--- src/rtl/mem_access_ctrl.sv ---
// rtl/mem_access_ctrl.sv - EX/MEM data memory access controller with bus handshake, timeout and sticky error
module mem_access_ctrl #(
    parameter int unsigned TIMEOUT = 15
) (
    input  logic        clk,
    input  logic        rst,
    input  logic        memRead,
    input  logic        memWrite,
    input  logic [31:0] aluResult,
    input  logic [31:0] readData2,
    input  logic        bus_ack,
    input  logic [31:0] bus_rdata,
    output logic        bus_req,
    output logic        bus_we,
    output logic [31:0] bus_addr,
    output logic [31:0] bus_wdata,
    output logic        stall,
    output logic [31:0] load_data,
    output logic        load_valid,
    output logic        bus_err
);

    typedef enum logic [1:0] {
        IDLE   = 2'd0,
        ACCESS = 2'd1,
        DONE   = 2'd2
    } state_e;

    // Abort fires on the edge where the counter would step onto TIMEOUT.
    localparam logic [3:0] CNT_LAST = 4'(TIMEOUT - 1);

    state_e      state_q, state_d;
    logic        bus_req_q, bus_req_d;
    logic        bus_we_q, bus_we_d;
    logic [31:0] bus_addr_q, bus_addr_d;
    logic [31:0] bus_wdata_q, bus_wdata_d;
    logic [31:0] load_data_q, load_data_d;
    logic        bus_err_q, bus_err_d;
    logic [3:0]  cnt_q, cnt_d;
    logic        is_read_q, is_read_d;

    logic        req;
    logic        aligned;

    assign req     = memRead | memWrite;
    assign aligned = (aluResult[1:0] == 2'b00);

    always_comb begin
        state_d     = state_q;
        bus_req_d   = bus_req_q;
        bus_we_d    = bus_we_q;
        bus_addr_d  = bus_addr_q;
        bus_wdata_d = bus_wdata_q;
        load_data_d = load_data_q;
        bus_err_d   = bus_err_q;
        cnt_d       = cnt_q;
        is_read_d   = is_read_q;

        case (state_q)
            IDLE: begin
                if (req) begin
                    is_read_d = ~memWrite;
                    if (aligned) begin
                        bus_addr_d  = aluResult;
                        bus_wdata_d = readData2;
                        bus_we_d    = memWrite;
                        bus_req_d   = 1'b1;
                        cnt_d       = 4'd0;
                        state_d     = ACCESS;
                    end else begin
                        bus_err_d   = 1'b1;
                        load_data_d = 32'd0;
                        state_d     = DONE;
                    end
                end
            end
            ACCESS: begin
                if (bus_ack) begin
                    if (!bus_we_q) begin
                        load_data_d = bus_rdata;
                    end
                    bus_req_d = 1'b0;
                    state_d   = DONE;
                end else begin
                    cnt_d = cnt_q + 4'd1;
                    if (cnt_q == CNT_LAST) begin
                        bus_err_d   = 1'b1;
                        load_data_d = 32'd0;
                        bus_req_d   = 1'b0;
                        state_d     = DONE;
                    end
                end
            end
            DONE: begin
                state_d = IDLE;
            end
            default: begin
                state_d = IDLE;
            end
        endcase
    end

    always_ff @(posedge clk) begin
        if (rst) begin
            state_q     <= IDLE;
            bus_req_q   <= 1'b0;
            bus_we_q    <= 1'b0;
            bus_addr_q  <= 32'd0;
            bus_wdata_q <= 32'd0;
            load_data_q <= 32'd0;
            bus_err_q   <= 1'b0;
            cnt_q       <= 4'd0;
            is_read_q   <= 1'b0;
        end else begin
            state_q     <= state_d;
            bus_req_q   <= bus_req_d;
            bus_we_q    <= bus_we_d;
            bus_addr_q  <= bus_addr_d;
            bus_wdata_q <= bus_wdata_d;
            load_data_q <= load_data_d;
            bus_err_q   <= bus_err_d;
            cnt_q       <= cnt_d;
            is_read_q   <= is_read_d;
        end
    end

    // Under reset the state is treated as IDLE so the pipeline sees a consistent stall.
    assign stall = ((state_q == IDLE || rst) && req) || (state_q == ACCESS && !rst);

    assign bus_req    = bus_req_q;
    assign bus_we     = bus_we_q;
    assign bus_addr   = bus_addr_q;
    assign bus_wdata  = bus_wdata_q;
    assign load_data  = load_data_q;
    assign load_valid = (state_q == DONE) && is_read_q;
    assign bus_err    = bus_err_q;

endmodule

--- config.mk ---
export PLATFORM = sky130hd
export DESIGN_NAME = mem_access_ctrl
export DESIGN_NICKNAME = d
export VERILOG_FILES = /design/src/rtl/mem_access_ctrl.sv
export SDC_FILE = /design/constraint.sdc
export NUM_CORES = 1
export LEC_CHECK = 0
export ABC_AREA = 0
export CAP_MARGIN = 20
export CORE_UTILIZATION = 43
export DETAILED_ROUTE_END_ITERATION = 10
export GPL_TIMING_DRIVEN = 0
export MAX_ROUTING_LAYER = met4
export PLACE_DENSITY_LB_ADDON = 0.08
export SLEW_MARGIN = 20
export SYNTH_ARGS = -nofsm -noshare
export SYNTH_HDL_FRONTEND = slang
export SYNTH_SLANG_ARGS = --single-unit
--- constraint.sdc ---
create_clock -name clk -period 4 [get_ports clk]
set_input_delay 1.2 -clock clk [delete_from_list [all_inputs] [get_ports clk]]
set_output_delay 1.2 -clock clk [all_outputs]
set_load 0.1 [all_outputs]
==> results of run 1 <==
## layer usage
layer / vias to the layer above / wire length, um / track usage [%]
li1: 1978 / - / -
met1: 1834 / 4782 / 28.62
met2: 141 / 5177 / 37.92
met3: 13 / 969 / 6.943
met4: 0 / 196 / 9.759
met5: - / 0 / -
## per-stage QoR
step	TNS (ps)	cells	hold slack, ps	instance area [um2]
after CTS	0	803	460.2	6304
after detailed placement	-935.9	787	445.7	6117
after floorplan	0	479	464.6	3980
final	0	803	456.4	6306
after global placement	-911.6	787	440.5	6117
after global routing	0	803	475.3	6306
## layout make-up
| type | instances | area, um2 | share of cell area, % |
|---|---|---|---|
| Timing Repair Buffer | 200 | 1999 | 31.71 |
| Buffer | 34 | 178.9 | 2.837 |
| Sequential cell | 106 | 2122 | 33.65 |
| Tap cell | 108 | 135.1 | 2.143 |
| Clock inverter | 4 | 35.03 | 0.5556 |
| Multi-Input combinational cell | 337 | 1673 | 26.53 |
| Clock buffer | 12 | 155.1 | 2.460 |
| Inverter | 2 | 7.507 | 0.1190 |
## timing repair
action,CTS,global route
setup endpoints to repair,1,1
cloned,0,0
resized for setup,6,1
## synthesized netlist by cell type
cell type and n:
sky130_fd_sc_hd__dfxtp_1 106, sky130_fd_sc_hd__nand2b_1 2, sky130_fd_sc_hd__clkinv_1 1, sky130_fd_sc_hd__or2_0 1
sky130_fd_sc_hd__a311oi_1 1, sky130_fd_sc_hd__a22oi_1 1, sky130_fd_sc_hd__nor4_2 1, sky130_fd_sc_hd__o22ai_1 2
sky130_fd_sc_hd__buf_6 3, sky130_fd_sc_hd__clkbuf_1 22, sky130_fd_sc_hd__nand4_1 1, sky130_fd_sc_hd__a21oi_1 71
sky130_fd_sc_hd__or4_1 3, sky130_fd_sc_hd__buf_1 1, sky130_fd_sc_hd__nand2_1 192, sky130_fd_sc_hd__mux2i_1 33
sky130_fd_sc_hd__a211oi_1 1, sky130_fd_sc_hd__nor2_1 8, sky130_fd_sc_hd__o31ai_1 1, sky130_fd_sc_hd__and3_1 1
sky130_fd_sc_hd__and2_1 4, sky130_fd_sc_hd__nor3_1 1, sky130_fd_sc_hd__o21ai_0 4, sky130_fd_sc_hd__buf_2 1
sky130_fd_sc_hd__ha_1 2, sky130_fd_sc_hd__nor4_1 1, sky130_fd_sc_hd__nor3b_1 2, sky130_fd_sc_hd__inv_1 1
sky130_fd_sc_hd__a21o_1 1, sky130_fd_sc_hd__a21boi_1 1, sky130_fd_sc_hd__buf_4 7, sky130_fd_sc_hd__nand3_1 1
sky130_fd_sc_hd__nor2b_1 1
## flip-flops by register name, summed over array words and instances (netlist names)
name       count
bus_addr      32
bus_wdata     32
load_data     32
cnt_q          4
state_q        2
bus_err        1
bus_req        1
bus_we         1
is_read_q      1
## worst min-delay path: cells and delay by family, from the launching register on
kind            cells  cell delay [ps]
flops               1              320
simple gates        1               50
compound gates      1               50
## worst max-delay path by stage
| stage | from | endpoint | slack, ps | cells past startpoint |
|---|---|---|---|---|
| floorplan | rst | stall | 30 | 4 |
| global placement | rst | stall | -910 | 5 |
| detailed placement | rst | stall | -940 | 5 |
| CTS | memWrite | stall | 70 | 6 |
| global route | memRead | stall | 40 | 6 |
| finish | memRead | stall | 160 | 6 |
## cells by family (layout without fill, tap and decap cells)
group,Yosys count,after routing,synth area share [%]
AOI/OAI and AO/OA,83,83,10.92
adders and majority gates,2,2,0.6292
buffers and inverters,36,252,4.657
DFF,106,106,53.37
muxes,33,33,8.307
and+or+nand+nor,219,219,22.12
## where the power goes
group | switching (mW) | leakage [nW] | internal [mW] | total [mW]
logic | 0.369 | 1.33 | 0.196 | 0.565
registers | 0.0172 | 0.860 | 1.09 | 1.11
clock network | 0.373 | 0.0972 | 0.267 | 0.640
==> flow_summary_export.csv, run 1 <==
group,metric,value,unit
sta,slew_viol_final,0,
sta,min_period,3835,ps
die,initial_utilization,44.94,%
global_routing,groute.usage.overall,23.96,%
die,fp.dieArea,0.009635,mm2
synthesis,yosys-top-cells-area,"sky130_fd_sc_hd__dfxtp_1, sky130_fd_sc_hd__nand2_1, sky130_fd_sc_hd__a21oi_1, sky130_fd_sc_hd__mux2i_1, sky130_fd_sc_hd__clkbuf_1",
setup_path,cp.arrival,2640,ps
routing,routedWlPerCell,13.86,um
sta,finalClockSkew,9.078,ps
pwr,reported_leakage_power,2.291,nW
synthesis,synth_top_area_share,53.37,%
pwr,pwr_density_cell,366.5,mW/mm2
setup_path,slowest_stage_delay_cp,530,ps
sta,slew_headroom,31.49,%
finish,final_cell_mix,"sky130_fd_sc_hd__clkdlybuf4s50_1, sky130_fd_sc_hd__nand2_1, sky130_fd_sc_hd__dfxtp_1, sky130_fd_sc_hd__a21oi_1, sky130_fd_sc_hd__mux2i_1",
outcome,violations_in_the_final_reports,"design-rule violations",
global_routing,largest_net_degree_at_the_start_of_global_routing,18,
routing,dr_total_vias,3966,
hold_path,hp-class,"flop to flop",
synthesis,synth.yosys.warnings,0,
sta,hold_viol,0,
setup_path,critical-path-top-delay-family,"buffers and inverters",
finish,finish.net_count,793,
global_routing,first_pass_grt_wire_length,18060,um
clock_network,post_cts_buffers,0,
routing,initialDrtViolationCount,119,
setup_path,worst-setup-path-type,"primary input to output pin",
die,number_of_top_level_pins,202,
finish,area_growth,58.59,%
die,chipWidth,98.16,um
synthesis,syn_avg_cell_area,8.301,um2
run,max_cap_viol_count,0,
sta,maxClockFrequency,260.7,MHz
routing,drt.antenna.violating_nets,0,
outcome,outcome,"complete, but fails checks",
routing,totalWireLength,11130,um
sta,setup-violations-final,0,
finish,mostFrequentLayoutCell,"sky130_fd_sc_hd__clkdlybuf4s50_1",
synthesis,post_synth_instance_area,0.003976,mm2
routing,drc,12,
setup_path,rr_endpoint,"load_data[14]",
clock_network,cts-root-buf,"sky130_fd_sc_hd__clkbuf_8",
finish,postLayoutCoreUtil,71.27,%
place,post_placement_setup_slack,-935.9,ps
pwr,post-layout-total-power,2.311,mW
clock_network,clock_sinks,106,
finish,num-fill-cells,709,
clock_network,cts_bufs_inserted,9,
sta,setup_slack,164.8,ps
synthesis,synth.largest_area_cell,"sky130_fd_sc_hd__dfxtp_1",
setup_path,cp_cell_sequence,"clkdlybuf4s50_1 > or2_0 > clkbuf_1 > a21oi_1 > a21oi_2 > clkbuf_4",
die,floorplan.rows,34,
global_routing,grt_antenna_before_repair,0,
sta,rsz0062_at_grt,"no",
sta,max_slew.worst_pin.slew,1025,ps
clock_network,cts-root-to-sink-buffers,2,
global_routing,grt_pass1_vias,3900,
clock_network,clock_insertion_delay_worst_skew,360,ps
setup_path,crit_path_max_fanout,5,
setup_path,cp.required,2800,ps
sta,min_period_over_period,95.88,%
hold_path,worstHoldPathCells,2,
setup_path,startpoint_type,"primary input",
routing,drt-pass1-iter-count,10,
synthesis,postSynthCellCount,479,
global_routing,grt_overflow,0,
place,hpwl,8230,um
finish,fraction_of_final_layout_cells_with_drive_strength_greater_than_1,4.317,%
setup_path,crit_end_element,"output pin",
clock_network,cts-htree-levels,3,
setup_path,reg2reg_slack,1900,ps
routing,drt_via_density,4.939,
die,fp.coreArea,0.008848,mm2
synthesis,sequential_element_share_of_the_synthesized_area,53.37,%
setup_path,reg2reg_from,"cnt_q[0]",
die,dieHeight,98.16,um
place,buffer_ports.inserted,200,
synthesis,yosys.cell_types.count,33,
clock_network,clkTransAtPathRegs,90,ps
finish,antenna_cells_inserted,0,
pwr,power.ir.vdd_worst,0.2192,mV
synthesis,synth.net_count,582,
setup_path,wp_buf_inv,3,
synthesis,ys_seq_elements,106,
clock_network,tritoncts,"built",
hold_path,hold-path-endpoint,"bus_wdata[13]",
hold_path,hold_start,"bus_wdata[13]",
setup_path,cpMaxStageDelayCell,"sky130_fd_sc_hd__clkdlybuf4s50_1",
place,gp_routability_congestion,0.8164,
clock_network,cts-hold-fix-buffers,0,
setup_path,timing.reg2reg.worst_path_depth,7,
(Power assumes the default switching activity.)
==> run 2, diff against run 1 <==
CAP_MARGIN = unset   (was 20)
==> results of run 2 <==
Same layout as run 1: the final DEF is identical, and so are final timing and power.
